**src/rtl/regbank_sb_pkg.sv**
```systemverilog
// Shared constants for the regbank_sb register bank and its scoreboard.
package regbank_pkg;

   localparam int unsigned DEF_DATA_W = 32;
   localparam int unsigned DEF_NREGS  = 32;
   localparam int unsigned ZERO_IDX   = 0;

endpackage

```
**src/rtl/regbank_sb_if.sv**
```systemverilog
// Decode/writeback <-> register bank bus: read ports, issue marking and writeback.
interface regbank_sb_if #(
   parameter int unsigned DATA_W = regbank_pkg::DEF_DATA_W,
   parameter int unsigned ADDR_W = $clog2(regbank_pkg::DEF_NREGS)
) ();

   logic              rd_en;
   logic [ADDR_W-1:0] rs;
   logic [ADDR_W-1:0] rt;
   logic [DATA_W-1:0] a;
   logic [DATA_W-1:0] b;
   logic              rd_valid;
   logic              hazard;
   logic              iss_en;
   logic [ADDR_W-1:0] iss_rd;
   logic              wr_en;
   logic [ADDR_W-1:0] rd;
   logic [DATA_W-1:0] i_data;

   modport master (
      output rd_en, rs, rt, iss_en, iss_rd, wr_en, rd, i_data,
      input  a, b, rd_valid, hazard
   );

   modport slave (
      input  rd_en, rs, rt, iss_en, iss_rd, wr_en, rd, i_data,
      output a, b, rd_valid, hazard
   );

endinterface

```
**src/rtl/rb_scoreboard.sv**
```systemverilog
// Per-register pending scoreboard with issue/clear update and source-pending lookup.
// Forwarding from writeback is honoured when REGBANK_BYPASS_EN is defined.
module rb_scoreboard
   import regbank_pkg::*;
#(
   parameter int unsigned NREGS    = DEF_NREGS,
   parameter int unsigned ADDR_W   = $clog2(NREGS),
   parameter int unsigned ZERO_REG = 1
) (
   input  logic              clk,
   input  logic              rst_n,
   input  logic              i_iss_en,
   input  logic [ADDR_W-1:0] i_iss_rd,
   input  logic              i_wr_en,
   input  logic [ADDR_W-1:0] i_wr_rd,
   input  logic [ADDR_W-1:0] i_rs,
   input  logic [ADDR_W-1:0] i_rt,
   output logic              o_rs_pend_c,
   output logic              o_rt_pend_c
);

   localparam logic [ADDR_W-1:0] ZERO_A = ADDR_W'(ZERO_IDX);

   logic [NREGS-1:0] r_pending;
   logic [NREGS-1:0] w_pending_nxt;
   logic             w_iss_ok;
   logic             w_wr_ok;
   logic             w_byp_rs;
   logic             w_byp_rt;

   assign w_iss_ok = i_iss_en && !((ZERO_REG != 0) && (i_iss_rd == ZERO_A));
   assign w_wr_ok  = i_wr_en  && !((ZERO_REG != 0) && (i_wr_rd  == ZERO_A));

   // Clear first, then set: an issue in the same cycle as a writeback keeps the bit.
   always_comb begin
      w_pending_nxt = r_pending;
      if (w_wr_ok)  w_pending_nxt[i_wr_rd]  = 1'b0;
      if (w_iss_ok) w_pending_nxt[i_iss_rd] = 1'b1;
   end

   always_ff @(posedge clk or negedge rst_n) begin
      if (!rst_n) r_pending <= '0;
      else        r_pending <= w_pending_nxt;
   end

`ifdef REGBANK_BYPASS_EN
   assign w_byp_rs = i_wr_en && (i_wr_rd == i_rs);
   assign w_byp_rt = i_wr_en && (i_wr_rd == i_rt);
`else
   assign w_byp_rs = 1'b0;
   assign w_byp_rt = 1'b0;
`endif

   assign o_rs_pend_c = r_pending[i_rs] && !w_byp_rs;
   assign o_rt_pend_c = r_pending[i_rt] && !w_byp_rt;

endmodule

```
**src/rtl/regbank_sb.sv**
```systemverilog
// DATA_W x NREGS register bank with two registered read ports, one write port,
// optional hardwired zero register and RAW scoreboard. Optional macro: REGBANK_BYPASS_EN.
module regbank_sb
   import regbank_pkg::*;
#(
   parameter int unsigned DATA_W   = DEF_DATA_W,
   parameter int unsigned NREGS    = DEF_NREGS,
   parameter int unsigned ZERO_REG = 1
) (
   input  logic         clk,
   input  logic         rst,
   regbank_sb_if.slave  bus
);

   localparam int unsigned       ADDR_W = $clog2(NREGS);
   localparam logic [ADDR_W-1:0] ZERO_A = ADDR_W'(ZERO_IDX);

   logic [DATA_W-1:0] r_regs [NREGS];
   logic [DATA_W-1:0] r_a;
   logic [DATA_W-1:0] r_b;
   logic              r_rd_valid;

   logic              w_rs_pend;
   logic              w_rt_pend;
   logic              w_hazard;
   logic              w_rd_acc;
   logic              w_wr_ok;
   logic [DATA_W-1:0] w_val_a;
   logic [DATA_W-1:0] w_val_b;

   rb_scoreboard #(
      .NREGS    (NREGS),
      .ADDR_W   (ADDR_W),
      .ZERO_REG (ZERO_REG)
   ) u_sb (
      .clk         (clk),
      .rst_n       (rst),
      .i_iss_en    (bus.iss_en),
      .i_iss_rd    (bus.iss_rd),
      .i_wr_en     (bus.wr_en),
      .i_wr_rd     (bus.rd),
      .i_rs        (bus.rs),
      .i_rt        (bus.rt),
      .o_rs_pend_c (w_rs_pend),
      .o_rt_pend_c (w_rt_pend)
   );

   assign w_hazard = bus.rd_en && (w_rs_pend || w_rt_pend);
   assign w_rd_acc = bus.rd_en && !w_hazard;
   assign w_wr_ok  = bus.wr_en && !((ZERO_REG != 0) && (bus.rd == ZERO_A));

   // Source value: zero register beats forwarding beats array contents.
   always_comb begin
      w_val_a = r_regs[bus.rs];
      w_val_b = r_regs[bus.rt];
`ifdef REGBANK_BYPASS_EN
      if (bus.wr_en && (bus.rd == bus.rs)) w_val_a = bus.i_data;
      if (bus.wr_en && (bus.rd == bus.rt)) w_val_b = bus.i_data;
`endif
      if ((ZERO_REG != 0) && (bus.rs == ZERO_A)) w_val_a = '0;
      if ((ZERO_REG != 0) && (bus.rt == ZERO_A)) w_val_b = '0;
   end

   always_ff @(posedge clk or negedge rst) begin
      if (!rst) begin
         for (int i = 0; i < int'(NREGS); i++) r_regs[i] <= '0;
      end else if (w_wr_ok) begin
         r_regs[bus.rd] <= bus.i_data;
      end
   end

   always_ff @(posedge clk or negedge rst) begin
      if (!rst) begin
         r_a        <= '0;
         r_b        <= '0;
         r_rd_valid <= 1'b0;
      end else begin
         r_rd_valid <= w_rd_acc;
         if (w_rd_acc) begin
            r_a <= w_val_a;
            r_b <= w_val_b;
         end
      end
   end

   assign bus.a        = r_a;
   assign bus.b        = r_b;
   assign bus.rd_valid = r_rd_valid;
   assign bus.hazard   = w_hazard;

endmodule

```
**src/flat_wrapper.sv**
```systemverilog
// flat-port wrapper written by rule: the top's interface ports become plain ports
module regbank_sb_flat import regbank_pkg::*;
#(
   parameter int unsigned DATA_W   = DEF_DATA_W,
   parameter int unsigned NREGS    = DEF_NREGS,
   parameter int unsigned ZERO_REG = 1
)
  (clk, rst, bus_rd_en, bus_rs, bus_rt, bus_iss_en, bus_iss_rd, bus_wr_en, bus_rd, bus_i_data, bus_a, bus_b, bus_rd_valid, bus_hazard);
  regbank_sb_if #(.DATA_W(DATA_W), .ADDR_W(5)) bus_i ();
  input  logic clk;
  input  logic rst;
  input wire logic [$bits(bus_i.rd_en)-1:0] bus_rd_en;
  input wire logic [$bits(bus_i.rs)-1:0] bus_rs;
  input wire logic [$bits(bus_i.rt)-1:0] bus_rt;
  input wire logic [$bits(bus_i.iss_en)-1:0] bus_iss_en;
  input wire logic [$bits(bus_i.iss_rd)-1:0] bus_iss_rd;
  input wire logic [$bits(bus_i.wr_en)-1:0] bus_wr_en;
  input wire logic [$bits(bus_i.rd)-1:0] bus_rd;
  input wire logic [$bits(bus_i.i_data)-1:0] bus_i_data;
  output wire logic [$bits(bus_i.a)-1:0] bus_a;
  output wire logic [$bits(bus_i.b)-1:0] bus_b;
  output wire logic [$bits(bus_i.rd_valid)-1:0] bus_rd_valid;
  output wire logic [$bits(bus_i.hazard)-1:0] bus_hazard;
  assign bus_i.rd_en = bus_rd_en;
  assign bus_i.rs = bus_rs;
  assign bus_i.rt = bus_rt;
  assign bus_i.iss_en = bus_iss_en;
  assign bus_i.iss_rd = bus_iss_rd;
  assign bus_i.wr_en = bus_wr_en;
  assign bus_i.rd = bus_rd;
  assign bus_i.i_data = bus_i_data;
  assign bus_a = bus_i.a;
  assign bus_b = bus_i.b;
  assign bus_rd_valid = bus_i.rd_valid;
  assign bus_hazard = bus_i.hazard;
  regbank_sb #(.DATA_W(DATA_W), .NREGS(NREGS), .ZERO_REG(ZERO_REG)) u_core (.clk(clk), .rst(rst), .bus(bus_i));
endmodule
```
**config.mk**
```make
export PLATFORM = sky130hd
export DESIGN_NAME = regbank_sb_flat
export DESIGN_NICKNAME = d
export VERILOG_FILES = /design/src/rtl/regbank_sb_pkg.sv /design/src/rtl/regbank_sb_if.sv /design/src/rtl/rb_scoreboard.sv /design/src/rtl/regbank_sb.sv /design/src/flat_wrapper.sv
export SDC_FILE = /design/constraint.sdc
export NUM_CORES = 2
export LEC_CHECK = 0
export BUFFER_PORTS_ARGS = -buffer_cell sky130_fd_sc_hd__clkbuf_2
export CAP_MARGIN = 5
export CORE_MARGIN = 2
export CORE_UTILIZATION = 37
export DETAILED_ROUTE_END_ITERATION = 8
export RECOVER_POWER = 50
export SLEW_MARGIN = 20
export SYNTH_ARGS = -nofsm -noshare
export SYNTH_HDL_FRONTEND = slang
export SYNTH_SLANG_ARGS = --single-unit
```
**constraint.sdc**
```tcl
create_clock -name clk -period 4.53 [get_ports clk]
set_input_delay 0.6795 -clock clk [delete_from_list [all_inputs] [get_ports clk]]
set_output_delay 0.6795 -clock clk [all_outputs]
set_load 0.01 [all_outputs]
```
; ---- After elaboration in Yosys (flattened, before gate mapping)
; Cells that the tools add are included.
[word_totals]
word_cells = 88
regBits = 1121
inputBits = 57
output_inout_bits = 66
[op_classes]
muxes = 21
order_cmp = 10
n_reduce_logical = 15
n_bitwise = 6
[op_table]
columns = operator, n
row1 = $bwmux 1024, 1
row2 = $bmux 32 s5, 2
row3 = $mux 32, 9
row4 = $demux 32 s5, 1
row5 = $and 32x32->32, 1
row6 = $not 32->32, 1
row7 = $or 32x32->32, 1
row8 = $lt 5x6->1 const B, 4
row9 = $logic_not 5->1, 4
row10 = $ge 6x6->1 const B, 3
row11 = $not 5->6, 3
row12 = $bmux 1 s5, 2
row13 = $demux 1 s5, 2
row14 = $ge 5x1->1 const B, 2
row15 = $logic_and 1x1->1, 7
row16 = $lt 6x1->1 const B, 1
row17 = $mux 1, 4
row18 = $logic_not 1->1, 3
row19 = $logic_or 1x1->1, 1

; ---- Logic depth before layout (Yosys ltp)
[logic_depth]
word_depth = 9
depth_mapped = 12
mapped_depth_nobuf = 7

; ---- Cells and area by module
; Synthesis repeated with hierarchy kept, for this count alone.
[hier_totals]
hier_cells = 4099
hier_area_um2 = 59166.7
[modules_own_cells]
columns = module, area_each_um2, instances, seq_area_each_um2, cells_each
row1 = regbank_sb, 57209.9, 1, 27251.1, 3888
row2 = rb_scoreboard, 1956.9, 1, 800.8, 211

; ---- Least setup slack after synthesis
; No wires, ideal clock.
[synth_path]
path_kind = input port to flip-flop
from = in bus_rt[2]
to = reg u_core.r_b[0] (netlist: u_core.bus.b[0])
setup_ns = 0.125
required_time_ns = 4.405
slack_ns = 1.699
path_buffers = 3
path_stages = 8
arrival_ns = 2.706
cell_sequence = buf_2 -> buf_1 -> clkbuf_1 -> mux4_2 -> mux4_2 -> nand2_1 -> o21ai_0 -> mux2_4
[synth_via]
elab_chain_cells = 6
word_cells_on_any_way = 12
classes_between = mux (6) / bitwise (1) / reduce/logical (5)
[synth_lines]
columns = element, line
row1 = "start, declared", flat_wrapper.sv:14  ; input wire logic [$bits(bus_i.rt)-1:0] bus_rt;
row2 = $bmux 1 s5, rb_scoreboard.sv:55  ; assign o_rt_pend_c = r_pending[i_rt] && !w_byp_rt;
row3 = $mux 1 (implied by the code), rb_scoreboard.sv:55
row4 = $logic_or 1x1->1, regbank_sb.sv:48  ; assign w_hazard = bus.rd_en && (w_rs_pend || w_rt_pend);
row5 = $logic_and 1x1->1, regbank_sb.sv:48
row6 = $logic_not 1->1, regbank_sb.sv:49  ; assign w_rd_acc = bus.rd_en && !w_hazard;
row7 = $logic_and 1x1->1, regbank_sb.sv:49
row8 = "end signal, assigned", regbank_sb.sv:81  ; r_b <= w_val_b;
row9 = "end, declared", regbank_sb.sv:20  ; logic [DATA_W-1:0] r_b;
; Parallel ways exist; a longest one is shown, timed or not. The select of a mux whose other input is x is not followed.
; A chain may end at the register's enable or synchronous reset.

; ---- Worst setup path in the final report
[layout_path]
from = in bus_rd[3]
to = reg u_core.r_regs[214] (netlist bit)
[layout_via]
elab_chain_cells = 6
word_cells_on_any_way = 10
classes_between = order compare (2) / mux (3) / bitwise (1) / reduce/logical (4)
[layout_lines]
columns = element, line
row1 = "start, declared", flat_wrapper.sv:18  ; input wire logic [$bits(bus_i.rd)-1:0] bus_rd;
row2 = $not 5->6 (implied by the code), regbank_sb.sv:68  ; r_regs[bus.rd] <= bus.i_data;
row3 = $ge 6x6->1 (implied by the code) / $lt 6x1->1 (equally long branches), regbank_sb.sv:68
row4 = $logic_and 1x1->1 (implied by the code), regbank_sb.sv:68
row5 = $mux 32 (implied by the code), regbank_sb.sv:68
row6 = $demux 32 s5, regbank_sb.sv:68
row7 = $bwmux 1024, regbank_sb.sv:68
row8 = "end signal, assigned by index", regbank_sb.sv:68
row9 = "end, declared", regbank_sb.sv:18  ; logic [DATA_W-1:0] r_regs [NREGS];
; Parallel ways exist; a longest one is shown, timed or not.

==> metrics <==
Post-DRT Antenna Nets=0; core area=157000 sq um; final-layout fill cell count=14100; Setup-failing EPs final=0; Mapped Nets=3686; Die H=between 400 and 500 um; CTS root buffer=clkbuf_16; synth cell count leaders=dfrtp_1, mux2_2, mux4_2; crit path max fanout=17; number of synthesized flops with an enable pin=0; Die ar.=161000 sq um; worst-margin pin slew=2.78 ns; worst path arrival time=4.38 ns; hold-fix buffer count after cts=1; met3 wire len=10400 um; I/O pins=123; Total Nets Final=3617; average wire per standard cell=29.8 um; Synth Register Bits=1121; final setup skew=approximately 0.036 ns; Starting Density=a little under two fifths; P&R area growth vs syn=11.5%; Rel. slew slack=-85.3%; Overall Power=30.0 mW; Hold Path End=u_core.u_sb.r_pending[12]; Mapped Cells=between 3000 and 4000; async set-reset flop share out of synthesis=between 90% and 100%; global-route wire length before repair=257000 um; Fin Hold WS=approximately 0.32 ns; number of global-route vias before repair=36200; DR iter-0 viols=between 2000 and 3000; DP Wirelength=97300 um; Die X-Extent=401 um; capture point of the worst reg-to-reg path=u_core.bus.a[11]; CTS Buf Count=118; pin count of the biggest net entering global routing=163; most common flop cell mapped by yosys=dfrtp_1; total number of vias=34200; layout cell share with drive strength beyond 1=57.6%; HP Class=input pin to flop; clk sinks=1121; failing checks=capacitance limit, slew limit; outcome=finished, violations left; H-tree Lvls=3; Sw Pwr=8.10 mW; Worst R2R Setup Slack=1.64 ns; clock slew at reported path FFs=0.06 ns; Crit Path Category=input pin to flop; footprint of the multi-input gates=28500 sq um; top-count cell post-synth=dfrtp_1; Mapped Area=58400 sq um; Pint=about 22 mW; clock group share of total power=around a third; hold_sp=bus_iss_rd[1]; Post-Layout Cell Count=around 5700; met2 routed WL=81600 um; Final Util=41.6%; sequential fraction of design power=45.6%; Max Cap Viol=16; Worst Reg2Reg Path Length in Cells=7; Worst-Skew Late Latency=0.74 ns; Pins Over Slew Limit=roughly 960; sw frac=27.0%; combinational power share=20.8%; antenna violations before repair=8; aggregate global-route resource usage=a little over a fifth; count of unique library cells instantiated by Yosys=41; Seq/Total Area, Yosys=48.0%; VDD IR-drop max=approximately 0.33 mV; Overflow after GRT=0; Tmin final=3.78 ns; placed insts=~5500; Final period util=between 80% and 90%; RSZ-0062 raised after global routing=no; # DRC=0; pwr dens=461 nW/um^2; CP Launch Type=input pin; Critical Path RT=~5.1 ns; DRT Pass-1 Iters=6; Pleak=27.9 nW; WL met1=about 74000 um; post-CTS resize count=0; Rows=145; Syn. warnings=0; final hold vios=0; FF+latch area=28100 sq um; Synth top area share=48.0%; DR top layer=met5; crit end category=flop; CTS tree=yes; final wirelength=171000 um; Fin Setup TNS=0 ns; Post-CTS Setup Inserts=0; R2R Path Start=u_core.u_sb.r_pending[18]; synthesized area per cell=16.1 sq um; hold depth=2; dominant cell type by area after synthesis=dfrtp_1; routability cong.=between 0.8 and 0.9; fmax=264 MHz; Port Buffer Count=between 100 and 150; dominant cells by area after synthesis=dfrtp_1, mux4_2, mux2_2, clkbuf_1, mux2_4; Vias/cell=~6.0; Clock Tree Buf Depth=3
power groups by stage:
stage	logic, mW	clock network [mW]	registers [mW]
after floorplan	4.74	0	13.3
after global placement	6.19	0	13.8
after detailed placement	6.32	0	13.8
after CTS	6.34	10.4	13.7
after global routing	6.71	10.8	14.0
final	6.24	10.1	13.7
layout by cell type (no fill, tap or decap), types with 45 or more instances in the layout:
cell	Yosys	final
clkbuf_16	0	123
mux4_2	640	640
clkbuf_2	0	102
nand2_1	100	86
inv_1	77	77
dfrtp_1	1121	1121
o21ai_0	84	84
mux2_4	49	49
mux2_2	1007	1007
buf_4	5	45
clkbuf_1	234	47
stage by stage:
step	area, sq um	setup slack (ns)
after floorplan	58400	1.70
after global placement	61300	0.982
after detailed placement	61300	1.00
after CTS	65400	0.994
after global routing	65100	0.513
final	65100	0.748
layout make-up:
type / instances / share of cell area, %
flip-flops and latches: 1121 / 43.1
clock inverters: 43 / 0.730
inverters: 77 / 0.444
repair buffers: 217 / 2.65
clock buffers: 176 / 5.48
well taps: 2058 / 3.95
multi-input cells: 2025 / 43.7
diodes: 1 / 0.00384
registers in the layout (all words and copies together), names as in the netlist:
name and flops:
u_core.bus.b 32, u_core.bus.a 32, u_core.bus.rd_valid 1, u_core.r_regs 1024
u_core.u_sb.r_pending 32
worst max-delay path by stage:
stage / to / slack, ns / depth (start not counted) / startpoint
6_report: u_core.r_regs[214] / 0.75 / 6 / bus_rd[3]
3_3_place_gp: u_core.bus.a[10] / 0.98 / 8 / bus_rs[0]
3_5_place_dp: u_core.bus.a[13] / 1.00 / 8 / bus_rt[0]
4_1_cts: bus_hazard / 0.99 / 6 / u_core.u_sb.r_pending[18]
5_1_grt: u_core.r_regs[46] / 0.51 / 3 / rst
2_1_floorplan: u_core.bus.b[0] / 1.70 / 8 / bus_rt[2]
critical path, cell delays in order:
cell	delay [ns]
clkbuf_1	0.24
nand2b_1	0.22
or2_0	0.39
nor2_1	0.71
clkbuf_1	1.64
mux2_2	0.46
logic make-up (layout without fill, tap and decap cells):
group / count (synthesis) / in the layout / share of synthesized area, %
and+or+nand+nor: 180 / 180 / 1.43
muxes: 1717 / 1717 / 45.7
AOI/OAI and AO/OA: 128 / 128 / 1.31
other: 0 / 1 / 0
buffers and inverters: 483 / 513 / 3.56
DFF: 1121 / 1121 / 48.0
routing by layer:
metal  vias up  global-route usage [%]
li1      13800                       -
met3       263                    3.97
met5         -                       0
met1     19000                    29.8
met2      1091                    34.2
met4        10                    6.12
Note: power is estimated with default switching activity, not from simulation.
